==> config.mk <==
export PLATFORM = sky130hd
export DESIGN_NAME = memc_deskew
export DESIGN_NICKNAME = d
export VERILOG_FILES = /design/src/rtl/memc_pkg.sv /design/src/rtl/memc_deskew_col_capture.sv /design/src/rtl/memc_deskew.sv
export SDC_FILE = /design/constraint.sdc
export NUM_CORES = 2
export LEC_CHECK = 0
export CAP_MARGIN = 40
export CORE_UTILIZATION = 30
export DETAILED_ROUTE_END_ITERATION = 12
export MAX_ROUTING_LAYER = met4
export PLACE_DENSITY_LB_ADDON = 0.08
export SLEW_MARGIN = 20
export SYNTH_ARGS = -nofsm -noshare
export SYNTH_HDL_FRONTEND = slang
export SYNTH_SLANG_ARGS = --single-unit
export TNS_END_PERCENT = 5
==> constraint.sdc <==
create_clock -name clk -period 101.7 [get_ports clk]
set_clock_uncertainty 0.05 [all_clocks]
set_input_delay 30.51 -clock clk [delete_from_list [all_inputs] [get_ports clk]]
set_output_delay 30.51 -clock clk [all_outputs]
set_load 0.005 [all_outputs]
==> src/rtl/memc_pkg.sv <==
// Shared constants and types for the systolic-array output deskew buffer.
// Optional sticky overrun flag is enabled by defining MEMC_OVERRUN_EN.
package memc_pkg;

    localparam int MEMC_DIM    = 8;
    localparam int MEMC_BITS_C = 24;

    localparam int MEMC_STEP_W = $clog2(2 * MEMC_DIM - 1);

    typedef enum logic [1:0] {
        IDLE    = 2'd0,
        CAPTURE = 2'd1,
        FULL    = 2'd2
    } memc_state_t;

    typedef logic [MEMC_STEP_W-1:0] memc_step_t;

    // Step at which the bottom-right element C[DIM-1][DIM-1] leaves the array.
    localparam memc_step_t LAST_STEP = memc_step_t'(2 * MEMC_DIM - 2);

endpackage

==> src/rtl/memc_deskew_col_capture.sv <==
// One column of result storage: writes C[t-COL][COL] while the skew window
// covers this column, and offers an asynchronous read of any stored row.
module col_capture
    import memc_pkg::*;
#(
    parameter int DIM    = MEMC_DIM,
    parameter int BITS_C = MEMC_BITS_C,
    parameter int COL    = 0,
    parameter int STEP_W = $clog2(2 * DIM - 1),
    parameter int ROW_W  = $clog2(DIM)
) (
    input  logic              clk,
    input  logic              rst,
    input  logic              cap_en,
    input  logic [STEP_W-1:0] t,
    input  logic [BITS_C-1:0] din,
    input  logic [ROW_W-1:0]  rd_row,
    output logic [BITS_C-1:0] rd_data
);

    logic [BITS_C-1:0] mem_q [DIM];
    logic [BITS_C-1:0] mem_d [DIM];
    int                row_i;

    // Row index is t-COL; signed int keeps the lower window bound meaningful.
    always_comb begin
        mem_d = mem_q;
        row_i = int'(t) - COL;
        if (cap_en && (row_i >= 0) && (row_i < DIM)) begin
            mem_d[ROW_W'(row_i)] = din;
        end
    end

    always_ff @(posedge clk or posedge rst) begin
        if (rst) begin
            for (int r = 0; r < DIM; r++) begin
                mem_q[r] <= '0;
            end
        end else begin
            mem_q <= mem_d;
        end
    end

    // Reads see mem_q, so a same-cycle write to the addressed row is not visible.
    assign rd_data = mem_q[rd_row];

endmodule

==> src/rtl/memc_deskew.sv <==
// Re-aligns the diagonally skewed C stream from a DIM x DIM systolic array into
// row storage and serves whole rows via a registered read port. Optional
// sticky overrun flag (start during capture) under MEMC_OVERRUN_EN.
module memc_deskew
    import memc_pkg::*;
#(
    parameter int BITS_C = MEMC_BITS_C,
    parameter int DIM    = MEMC_DIM
) (
    input  logic                    clk,
    input  logic                    rst,
    input  logic                    en,
    input  logic                    start,
    input  logic [DIM*BITS_C-1:0]   Cin,
    input  logic [$clog2(DIM)-1:0]  Crow,
    input  logic                    RdEn,
    output logic [DIM*BITS_C-1:0]   Cout,
`ifdef MEMC_OVERRUN_EN
    output logic                    ovr,
`endif
    output logic                    busy,
    output logic                    done
);

    localparam int STEP_W = $clog2(2 * DIM - 1);
    localparam int ROW_W  = $clog2(DIM);
    localparam logic [STEP_W-1:0] T_LAST = STEP_W'(2 * DIM - 2);

    memc_state_t             state_q, state_d;
    logic [STEP_W-1:0]       t_q, t_d;
    logic [DIM*BITS_C-1:0]   cout_q, cout_d;
    logic [DIM*BITS_C-1:0]   rd_bus;
    logic                    cap_en;

    assign cap_en = (state_q == CAPTURE) && en;

    always_comb begin
        state_d = state_q;
        t_d     = t_q;
        case (state_q)
            IDLE: begin
                if (start) begin
                    state_d = CAPTURE;
                    t_d     = '0;
                end
            end
            CAPTURE: begin
                // start is deliberately ignored here; the matrix in flight finishes.
                if (en) begin
                    if (t_q == T_LAST) begin
                        state_d = FULL;
                        t_d     = '0;
                    end else begin
                        t_d = t_q + 1'b1;
                    end
                end
            end
            FULL: begin
                if (start) begin
                    state_d = CAPTURE;
                    t_d     = '0;
                end
            end
            default: begin
                state_d = IDLE;
                t_d     = '0;
            end
        endcase
    end

    always_comb begin
        cout_d = cout_q;
        if (RdEn) begin
            cout_d = rd_bus;
        end
    end

    always_ff @(posedge clk or posedge rst) begin
        if (rst) begin
            state_q <= IDLE;
            t_q     <= '0;
            cout_q  <= '0;
        end else begin
            state_q <= state_d;
            t_q     <= t_d;
            cout_q  <= cout_d;
        end
    end

    for (genvar j = 0; j < DIM; j++) begin : g_col
        col_capture #(
            .DIM    (DIM),
            .BITS_C (BITS_C),
            .COL    (j),
            .STEP_W (STEP_W),
            .ROW_W  (ROW_W)
        ) u_col (
            .clk     (clk),
            .rst     (rst),
            .cap_en  (cap_en),
            .t       (t_q),
            .din     (Cin[j*BITS_C +: BITS_C]),
            .rd_row  (Crow),
            .rd_data (rd_bus[j*BITS_C +: BITS_C])
        );
    end

`ifdef MEMC_OVERRUN_EN
    logic ovr_q, ovr_d;

    // An accepted start clears the flag; set only on a start seen mid-capture.
    always_comb begin
        ovr_d = ovr_q;
        if (start && (state_q == CAPTURE)) begin
            ovr_d = 1'b1;
        end
        if (start && (state_q != CAPTURE)) begin
            ovr_d = 1'b0;
        end
    end

    always_ff @(posedge clk or posedge rst) begin
        if (rst) begin
            ovr_q <= 1'b0;
        end else begin
            ovr_q <= ovr_d;
        end
    end

    assign ovr = ovr_q;
`endif

    assign Cout = cout_q;
    assign busy = (state_q == CAPTURE);
    assign done = (state_q == FULL);

endmodule

---- After elaboration in Yosys (flattened, before gate mapping) ----
Index checks and enable logic that the tools add are counted.
Widths: inputs -> output; s select.
storage, ports and cells
  bits in registers ....................... 1734
  input port bits ......................... 200
  output and inout bits ................... 194
  logic and storage cells ................. 208
operators by class
  add/sub/neg operators ................... 8
  magnitude comparators ................... 33
  eq/ne operators ......................... 6
  muxes and demuxes ....................... 56
  bitwise logic cells ..................... 9
  reductions and logical operators ........ 29
operators with widths
  kind                 count
  $bwmux 192           8
  $bmux 24 s3          8
  $demux 24 s3         8
  $mux 24              24
  $ge 32x1->1 const B  7
  $lt 32x5->1 const B  7
  $ge 3x4->1 const B   8
  $logic_and 1x1->1    25
  $lt 3x1->1 const B   8
  $not 3->3            8
  $sub 4x3->5 const B  4
  $mux 4               3
  $sub 4x2->5 const B  2
  $pmux 4 s2           1
  $mux 2               3
  $sub 4x1->5 const B  1
  $add 4x1->4 const B  1
  $eq 4x4->1 const B   1
  $ge 4x1->1 const B   1
  $ge 4x4->1 const B   1
  $lt 4x4->1 const B   1
  $ne 2x1->1 const B   2
  $not 3->4            1
  $pmux 2 s2           1
  other kinds (7)      7

---- Longest topological paths before layout ----
  word-level depth ........................ 7
  depth in mapped cells ................... 10
  depth with buffers taken out ............ 6

---- By module ----
From an unflattened synthesis, not the netlist that was laid out.
unflattened totals
  cells, all modules ...................... 4422
  area, all modules ....................... 73085.1 sq um
modules (own cells, without submodules)
  module                         times used  cells an instance  area each (sq um)  sequential area each (sq um)
  col_capture at g_col[6].u_col  1           513                9151.3             4804.6
  col_capture at g_col[2].u_col  1           514                8872.3             4804.6
  col_capture at g_col[3].u_col  1           500                8064.0             4804.6
  col_capture at g_col[5].u_col  1           492                7916.3             4804.6
  col_capture at g_col[7].u_col  1           499                7913.8             4804.6
  col_capture at g_col[1].u_col  1           492                7903.8             4804.6
  col_capture at g_col[0].u_col  1           486                7891.3             4804.6
  col_capture at g_col[4].u_col  1           486                7831.3             4804.6
  memc_deskew                    1           440                7541.0             4954.8

---- Least setup slack after synthesis ----
OpenSTA, ideal clock, no wires.
  kind .................................... input-to-reg
  from .................................... input port en
  to ...................................... register g_col[7].u_col.mem_q[100] in the netlist's numbering
  setup time .............................. 0.125 ns
  arrival time ............................ 31.853 ns
  data required time ...................... 101.525 ns
  slack ................................... 69.672 ns
  cell stages on the path ................. 6
  path buffers ............................ 2
  cells stage by stage .................... nand3b_1 nor3_1 and4_1 buf_4 buf_4 mux2_2
on the way
  cells in the longest elaborated chain, start to end .. 3
ends and longest elaborated chain
  element                         RTL line                       text
  from (decl)                     memc_deskew.sv:12              input logic en,
  $logic_and 1x1->1               memc_deskew.sv:35              assign cap_en = (state_q == CAPTURE) && en;
  $logic_and 1x1->1 (2 in a row)  memc_deskew_col_capture.sv:29  if (cap_en && (row_i >= 0) && (row_i < DIM)) begin
  to (signal assigned)            memc_deskew_col_capture.sv:40  mem_q <= mem_d;
  to (decl)                       memc_deskew_col_capture.sv:21  logic [BITS_C-1:0] mem_q [DIM];
No other way between the ends.
A chain may end at the register's enable or synchronous reset.

---- Worst setup path after layout ----
  from .................................... input port Crow[0]
  to ...................................... register cout_q[29] (netlist: Cout[29])
on the way
  cells in the longest elaborated chain, start to end .. 4
ends and longest elaborated chain
  element                                     RTL line                       text
  from (decl)                                 memc_deskew.sv:15              input logic [$clog2(DIM)-1:0] Crow,
  $not 3->4 (not written as such)             memc_deskew_col_capture.sv:45  assign rd_data = mem_q[rd_row];
  $bmux 24 s3                                 memc_deskew_col_capture.sv:45
  $mux 24 (not written as such) (2 in a row)  memc_deskew_col_capture.sv:45
  to (signal assigned)                        memc_deskew.sv:86              cout_q <= cout_d;
  to (decl)                                   memc_deskew.sv:31              logic [DIM*BITS_C-1:0] cout_q, cout_d;
No other way between the ends. The select of a mux whose other input is x is not followed.

==> run summary <==
CTS buffer count -> 202
Post-Layout Cell Count -> 8,883
reg2reg start -> t_q[2]
CTS hold repair buffers -> 0
most used flip-flop cell after synthesis -> dfrtp_1
Mapped Area -> 0.0737 mm^2
DP Area -> 0.0803 mm^2
Pwr per Cell Area -> 25.4 mW/mm^2
Starting Density -> 30.3%
aggregate global routing overflow -> 0
Yosys cell types -> 55
drt wl/cell -> 23.0 um
main area contributors after synthesis -> dfrtp_1 (59%), mux2_2 (17%), mux2i_1 (10%)
initial antenna violation count -> 53
synthesized area per cell -> 13.5 um^2
Skew-Pair Late Insertion Delay -> 830 ps
worst slew pin tran -> 999 ps
chip height -> 498 um
Cell Count Post-Placement -> 8,472
Tcrit/Tclk final -> 34.4%
CTS clock-pin slew for the worst setup and hold paths -> 60 ps
Synth Instances -> 5,460
GPL Wtd Cong -> 0.704
die width -> 498 um
post-route cell area -> 0.0874 mm^2
vias in the first global route -> 45,900
gr usage total -> 17.0%
Data required, critical path -> 102,310 ps
status -> complete, no violations
Place WS -> 65,680 ps
DP HPWL -> 118,000 um
synth warn -> 0
share of cells above drive strength 1 -> 29.2%
post-CTS sizing -> 0
largest net degree at the start of global routing -> 173
Critical Path Source Type -> input pin
Synth top cells by count -> dfrtp_1 (1,734), mux2_2 (1,141), mux2i_1 (768)
hold path startpoint -> g_col[5].u_col.mem_q[40]
Ports -> 394
first-pass GRT wire length -> 311,000 um
max-cap violations -> 0
# setup viols final -> 0
Vias/cell -> 4.74
CTS tree -> done
CTS Buffer Depth -> 3
CTS Sinks -> 1,734
Post-synth ARST share -> 100%
post-synthesis sequential area ratio -> 58.9%
IO Port Bufs -> 393
syn nets -> 5,670
num rows -> 181
Seq cells post-synth -> 1,734
Antenna Nets Post-Route -> 0
DR DRC count -> 0
minimum clock period -> 34,940 ps
core area -> 0.244 mm^2
fin. max-slew vios -> 0
final setup margin -> 66,760 ps
LEAKAGE -> 0.0408 uW
critical path fanouts, max -> 83
Arrival @ worst endpoint -> 35,550 ps
reg-to-reg setup timing slack -> 98,380 ps
reg2reg end -> g_col[2].u_col.mem_q[28]
root buf cell -> clkbuf_16
most common cell in the netlist -> dfrtp_1
area share of the largest cell type after synthesis -> 58.9%
DRT Pass-1 Iters -> 5
Crit Path Category -> in2reg
synth-to-layout area growth -> 18.6%
largest area contributor in the netlist -> dfrtp_1
hold path depth -> 0
Final Hold Viols -> 0
Setup Fix Bufs, Post-CTS -> 0
hold endpoint -> g_col[5].u_col.mem_q[40]
RSZ-0062 raised after global routing -> no
nets -> 5,691
final WL -> 204,000 um
H-tree depth -> 4
DRT iter0 DRCs -> 1,946
number of synthesized flops with an enable pin -> 0
Slew headroom -> 33.4%
Via Count -> 42,100
Crit. End Element -> flip-flop
setup TNS -> 0 ps
Die ar. -> 0.248 mm^2
Worst Hold Class -> reg2reg
Peak supply drop -> 0.0133 mV
Max Clock Freq -> 28.6 MHz
R2R depth -> 6
[cell usage in the layout (no fill, tap or decap), types with 52 or more instances in the layout]
cell type / n
nand3_1: 192
clkbuf_16: 205
clkdlybuf4s50_1: 391
a22oi_1: 384
mux2_2: 1141
inv_1: 198
buf_4: 76
dfrtp_1: 1734
o21ai_0: 197
clkbuf_8: 52
mux2i_1: 768
[worst max-delay path, stage by stage]
cell and delay [ps]:
buf_8 610, buf_4 760, buf_4 720, buf_4 390, buf_16 280, buf_4 590, buf_4 700, mux2i_1 260
a22oi_1 120, nand3_1 130, o21ai_0 100
[state kept, by name, summed over array words and instances, names as in the netlist]
signal	count
Cout	192
t_q	4
g_col.u_col.mem_q	1536
state_q	2
[per-stage QoR]
| stage | total power, uW | hold slack, ps | util [%] |
|---|---|---|---|
| final | 2220 | 322 | 35.9 |
| after global routing | 2360 | 330 | 35.9 |
| after CTS | 2260 | 327 | 35.8 |
| after global placement | 1480 | 314 | 32.6 |
| after floorplan | 1350 | 378 | - |
| after detailed placement | 1500 | 315 | 33.0 |
[worst max-delay path by stage]
stage                     startpoint  endpoint  slack (ps)  depth (start not counted)
after detailed placement     Crow[0]  Cout[29]       65680                         10
after global placement       Crow[0]  Cout[29]       65720                         10
after CTS                    Crow[0]  Cout[29]       66590                         10
final                        Crow[0]  Cout[29]       66760                         11
after floorplan                  rst   Cout[0]       22190                          1
after global routing         Crow[0]  Cout[29]       66470                         11
[power breakdown]
group | internal (uW) | switching, uW
Clock | 439 | 301
Sequential | 899 | 106
Combinational | 275 | 201
Total | 1610 | 608
[layer usage]
metal  wire length, um  track usage (%)  vias up
met2             94200             26.2      629
met1             97200             22.8    22000
li1                  -                -    19200
met5                 0                -        -
met3              8050             3.39      294
met4              4500             4.30        0
[logic make-up after synthesis]
kind of cell	count (synthesis)	synth area share, %
muxes	1920	28.0
DFF	1734	58.9
buffers and inverters	902	5.15
AOI/OAI and AO/OA	597	5.45
and+or+nand+nor	295	2.32
adders and majority gates	10	0.170
xor gates and xnor gates	2	0.0238
[area by class of cell]
| class | instances | area (um^2) |
|---|---|---|
| antenna | 33 | 82.6 |
| clock buffer | 305 | 6030 |
| clock inverter | 66 | 786 |
| fill | 23500 | 156000 |
| inverter | 199 | 754 |
| multi-input combinational | 2824 | 26600 |
| sequential | 1734 | 43400 |
| tap | 3202 | 4010 |
| timing repair buffer | 520 | 5730 |
(Power assumes the default switching activity.)
